[config.mk]
export PLATFORM = sky130hd
export DESIGN_NAME = any1_alu_queue
export DESIGN_NICKNAME = d
export VERILOG_FILES = /design/src/rtl/any1_pkg.sv /design/src/rtl/any1_alu_queue_ram.sv /design/src/rtl/any1_alu_queue.sv
export SDC_FILE = /design/constraint.sdc
export NUM_CORES = 2
export LEC_CHECK = 0
export CAP_MARGIN = 10
export CORE_MARGIN = 2
export CORE_UTILIZATION = 59
export DETAILED_ROUTE_END_ITERATION = 10
export GPL_TIMING_DRIVEN = 0
export PLACE_DENSITY = 0.91
export SKIP_CTS_REPAIR_TIMING = 1
export SYNTH_ARGS = -nofsm -noshare
export SYNTH_HDL_FRONTEND = slang
export SYNTH_SLANG_ARGS = --single-unit
[constraint.sdc]
create_clock -name clk_i -period 36.4 [get_ports clk_i]
set_input_delay 5.46 -clock clk_i [delete_from_list [all_inputs] [get_ports clk_i]]
set_output_delay 5.46 -clock clk_i [all_outputs]
set_load 0.03 [all_outputs]
[src/rtl/any1_pkg.sv]
// Shared types for the any1 core: operand/instruction types, the ALU record
// posted by issue logic, and the ALU queue entry (record minus write strobe).
package any1_pkg;

  typedef logic [63:0] Value;
  typedef logic [31:0] Instruction;

  localparam int ALUQ_DEPTH = 8;

  typedef struct packed {
    logic       wr;
    logic [5:0] rid;
    Instruction ir;
    Value       a;
    Value       b;
    Value       c;
    Value       d;
    Value       imm;
  } sALUrec;

  // 358-bit stored payload: everything in sALUrec except the strobe.
  typedef struct packed {
    logic [5:0] rid;
    Instruction ir;
    Value       a;
    Value       b;
    Value       c;
    Value       d;
    Value       imm;
  } sALUqEntry;

endpackage

[src/rtl/any1_alu_queue_ram.sv]
// ALU queue storage: DEPTH x sALUqEntry, one synchronous write port and one
// asynchronous read port.
module any1_alu_queue_ram
  import any1_pkg::*;
#(
  parameter int DEPTH = ALUQ_DEPTH,
  localparam int AW   = $clog2(DEPTH)
) (
  input  logic          clk_i,
  input  logic          we_i,
  input  logic [AW-1:0] waddr_i,
  input  sALUqEntry     wdata_i,
  input  logic [AW-1:0] raddr_i,
  output sALUqEntry     rdata_o
);

  sALUqEntry mem [DEPTH];

  // NOTE: storage is deliberately not reset; the pointers decide what is valid,
  // and leaving the array out of reset lets it map onto plain RAM/LUT cells.
  always_ff @(posedge clk_i) begin
    if (we_i) mem[waddr_i] <= wdata_i;
  end

  assign rdata_o = mem[raddr_i];

endmodule

[src/rtl/any1_alu_queue.sv]
// In-order ALU operation queue between issue and the integer ALU, with flush
// and occupancy flags. Optional empty-queue bypass: define ANY1_ALUQ_BYPASS_EN.
module any1_alu_queue
  import any1_pkg::*;
#(
  parameter int DEPTH        = ALUQ_DEPTH,
  parameter int AFULL_MARGIN = 2,
  localparam int AW          = $clog2(DEPTH),
  localparam int PW          = AW + 1
) (
  input  logic          clk_i,
  input  logic          rst_ni,
  input  logic          flush_i,
  input  sALUrec        rec_i,
  output logic          full_o,
  output logic          almost_full_o,
  output logic [PW-1:0] count_o,
  output logic          ovf_o,
  output logic          valid_o,
  input  logic          ready_i,
  output logic [5:0]    rid_o,
  output Instruction    ir_o,
  output Value          a_o,
  output Value          b_o,
  output Value          c_o,
  output Value          d_o,
  output Value          imm_o
);

  localparam int AFULL_INT = (DEPTH > AFULL_MARGIN) ? DEPTH - AFULL_MARGIN : 0;
  localparam logic [PW-1:0] AFULL_LEVEL = PW'(AFULL_INT);
  localparam logic [PW-1:0] FULL_LEVEL  = PW'(DEPTH);

  logic [PW-1:0] rd_ptr, wr_ptr, count_next;
  logic          empty, wr_accept, pop, byp_valid, byp_take;
  sALUqEntry     wr_entry, head, out_entry;

  assign wr_entry = '{rid: rec_i.rid, ir: rec_i.ir, a: rec_i.a, b: rec_i.b,
                      c: rec_i.c, d: rec_i.d, imm: rec_i.imm};

  assign empty = (rd_ptr == wr_ptr);

`ifdef ANY1_ALUQ_BYPASS_EN
  assign byp_valid = empty && rec_i.wr && !flush_i;
  assign byp_take  = byp_valid && ready_i;
`else
  assign byp_valid = 1'b0;
  assign byp_take  = 1'b0;
`endif

  // A bypassed record goes straight to the ALU and never occupies a slot.
  assign wr_accept  = rec_i.wr && !full_o && !flush_i && !byp_take;
  assign pop        = !empty && ready_i && !flush_i;
  assign count_next = count_o + PW'(wr_accept) - PW'(pop);

  any1_alu_queue_ram #(.DEPTH(DEPTH)) u_ram (
    .clk_i   (clk_i),
    .we_i    (wr_accept),
    .waddr_i (wr_ptr[AW-1:0]),
    .wdata_i (wr_entry),
    .raddr_i (rd_ptr[AW-1:0]),
    .rdata_o (head)
  );

  // NOTE: all state below uses non-blocking assignments so every register
  // samples the pre-edge values, independent of statement order.
  always_ff @(posedge clk_i or negedge rst_ni) begin
    if (!rst_ni) begin
      rd_ptr        <= '0;
      wr_ptr        <= '0;
      count_o       <= '0;
      full_o        <= 1'b0;
      almost_full_o <= 1'b0;
      ovf_o         <= 1'b0;
    end else if (flush_i) begin
      rd_ptr        <= '0;
      wr_ptr        <= '0;
      count_o       <= '0;
      full_o        <= 1'b0;
      almost_full_o <= 1'b0;
      ovf_o         <= 1'b0;
    end else begin
      if (wr_accept) wr_ptr <= wr_ptr + 1'b1;
      if (pop)       rd_ptr <= rd_ptr + 1'b1;
      count_o       <= count_next;
      full_o        <= (count_next == FULL_LEVEL);
      almost_full_o <= (count_next >= AFULL_LEVEL);
      // A full queue drops the write even if the head pops this cycle.
      ovf_o         <= rec_i.wr && full_o;
    end
  end

  assign valid_o   = !empty || byp_valid;
  assign out_entry = byp_valid ? wr_entry : head;

  assign rid_o = out_entry.rid;
  assign ir_o  = out_entry.ir;
  assign a_o   = out_entry.a;
  assign b_o   = out_entry.b;
  assign c_o   = out_entry.c;
  assign d_o   = out_entry.d;
  assign imm_o = out_entry.imm;

endmodule

==> summary.txt <==
Worst setup path
  • Worst Path Required: 30.94 ns
  • Critical path launch point type: flop
  • Slowest cell delay on critical path: 0.78 ns
  • Peak fanout along the critical path: 11
  • Crit path arrival time: 4.67 ns
  • CP Cell Sequence: buf_2 > buf_2 > buf_2 > buf_2 > mux4_2 > mux2_2 > clkdlybuf4s50_1
  • Slowest cell on the critical path: clkdlybuf4s50_1
  • Crit. End Element: output port
  • WS Path Type: reg -> out
  • CP dominant cell by count: buf_2

Timing
  • Final hold violation count: 0
  • Pins Over Slew Limit: 0
  • Fmax: 98.7 MHz
  • Final Setup Violations: 0
  • Slew of the pin with the lowest slew margin: ~1.4 ns
  • Tcrit/Tclk final: 27.8%
  • Max-Slew Margin vs Limit: 9.73%
  • Clock Skew: 0.0543 ns
  • Post-route setup TNS: 0 ns
  • RSZ-0062 raised after global routing: no
  • Minimum clock period: 10.13 ns

Hold path
  • Hold crit path type: reg -> reg

Floorplan
  • # rows: around 160
  • Core box area: 0.182 mm2
  • Die area: about 0.19 mm2
  • Die H: 432 um
  • Die W: 432 um
  • Initial Util: between 50% and 60%
  • IO Count: 729

Power
  • Overall Power: just under 9 mW
  • Pwr/cell area: 67.1 mW/mm2
  • Lkg Pwr: 40.5 nW
  • Max VDD drop: 62.6 uV

Synth
  • Ys Warns: 0
  • Syn nets: 4600
  • Fraction of registers with async set/reset: 0.521%
  • Ys flop type: edfxtp_1
  • Number of synthesized flops with an enable pin: 2864
  • Synthesized area: around 0.11 mm2
  • Distinct cells, synth: 30
  • Post-synthesis register bit count: ~2.9k
  • Yosys top cell area share: 79.6%
  • Post-synthesis sequential area ratio: about four fifths
  • Synthesized area per cell: between 20 and 30 um2
  • Largest area contributor in the netlist: edfxtp_1
  • Cells after Synth: 4230
  • Area contributors post-synth: edfxtp_1, mux4_2, mux2_2, dfrtp_1, buf_4

Placed design
  • Routability cong.: 0.795
  • # port buffers: 728
  • Placed cell area: 0.122 mm2
  • Hpwl dp: 181 mm

Final layout
  • Share of layout cells above drive strength 1: 31.1%
  • NumNets Final: about 5.8k
  • Cell area after layout: between 0.1 and 0.15 mm2
  • Area delta synth->final: 21.0%
  • Fillers: 9380

GRT
  • Vias in the first global route: 56.6k
  • Largest net degree at the start of global routing: 28
  • Antenna violations before repair: 121
  • First-pass GRT wire length: 427 mm
  • Grt ovf: 0
  • GRT Util Overall: 33.0%

Drt
  • Drt pass-1 iters: 5
  • DRC: 0
  • Vias per cell: 6.79
  • DRT iter0 DRCs: 7203
  • WL per Instance: 38.3 um
  • Antenna Violating Nets Remaining: 0
  • Routed WL: ~310 mm
  • DR vias: ~55k

Outcome
  • Outcome: finished clean

CTS
  • Worst-Skew Late Latency: roughly 0.95 ns
  • TritonCTS Buffers: 293
  • Maximum clock path buffer count: 4
  • H-tree depth: 5
  • Clk sinks: 2879
  • CTS tree: built
  • Root buf cell: clkbuf_16
  • Clock transition at path regs: 0.06 ns

Run
  • Max-Cap Viols: 0
[per-layer routing]
layer  global-route usage (%)  share of wire (%)
met5                        0              0.082
met4                     27.7                 10
met3                     7.56                 10
met2                     52.5                 49
met1                     38.4                 31
[sequential cells by signal, summed over array words and instances, names as in the netlist]
name           count
almost_full_o      1
count_o            4
full_o             1
ovf_o              1
rd_ptr             4
u_ram.mem       2864
wr_ptr             4
[path summary, 6_finish.rpt]
kind,startpoint,end,slack (ns),cells past startpoint
max,rd_ptr[1]$_DFFE_PN0P_,b_o[50],26.27,7
min,wr_ptr[3]$_DFFE_PN0P_,wr_ptr[3]$_DFFE_PN0P_,0.58,2
max reg2reg,full_o$_DFF_PN0_,u_ram.mem[2][84]$_DFFE_PP_,31.91,9
min reg2reg,wr_ptr[3]$_DFFE_PN0P_,wr_ptr[3]$_DFFE_PN0P_,0.58,2
max in group asynchronous,rst_ni,rd_ptr[3]$_DFFE_PN0P_,30.66,1
min in group asynchronous,rst_ni,ovf_o$_DFF_PN0_,5.07,1
[where the power goes]
group | internal, mW | switching (mW) | total (mW)
clock network | 1.64 | 1.26 | 2.89
registers | 3.73 | 0.0261 | 3.75
logic | 0.944 | 1.18 | 2.13
total | 6.31 | 2.47 | 8.77
[worst max-delay path: cells and delay by family (launching register included)]
family / cells / cell delay, ns
flip-flops: 1 / 0.36
buffers and inverters: 5 / 2.70
multiplexers: 2 / 0.67
[cell families after synthesis]
kind of cell,share of synthesized area (%)
compound gates,0.0440
simple gates,0.178
flops,80.0
buf+inv,0.975
mux,18.7
xor+xnor,0.0811
fa+ha+maj,0.0880
[synthesized netlist by cell type (2+ instances only)]
library cell,instances
nand4_1,2
xnor2_1,6
dfrtp_1,15
o21ai_0,2
buf_4,41
mux2i_1,2
xor2_1,4
nand2_1,5
buf_2,56
or3_1,2
nor3_1,2
nand3_1,2
nand2b_1,4
buf_1,51
edfxtp_1,2864
inv_1,7
nor2b_1,4
clkbuf_1,51
a21oi_1,4
nor2_1,15
ha_1,6
mux2_2,358
buf_6,5
mux4_2,716
[layout make-up]
class | instances | area [um2] | share of cell area, %
well taps | 2385 | 2980 | 2.28
repair buffers | 919 | 10500 | 8.01
diodes | 110 | 275 | 0.211
plain buffers | 204 | 1030 | 0.787
clock inverters | 147 | 1250 | 0.960
multi-input cells | 1140 | 20700 | 15.8
clock buffers | 353 | 7640 | 5.85
inverters | 7 | 26.3 | 0.0201
flip-flops and latches | 2879 | 86400 | 66.1
[through the flow]
step	instances	hold WS, ns	util [%]	setup WS (ns)
5_1_grt	8137	0.596	71.6	26.26
3_3_place_gp	7343	0.520	64.8	-20.43
4_1_cts	8034	0.573	71.5	26.26
6_report	8144	0.577	71.6	26.27
3_5_place_dp	7534	0.542	66.6	26.76
2_1_floorplan	4230	0.525	-	4.63
[cells in the final DEF (no fill, tap or decap), types with 11 or more instances in the layout]
cell type	count
edfxtp_1	2864
clkdlybuf4s50_1	728
mux4_2	716
mux2_2	358
clkbuf_16	297
diode_2	110
clkbuf_1	106
buf_6	82
buf_12	81
clkinv_1	66
buf_2	56
buf_1	51
buf_4	45
clkinv_2	35
bufinv_16	20
buf_16	18
dfrtp_1	15
inv_6	12
buf_8	11
Note: power is estimated with default switching activity, not from simulation.
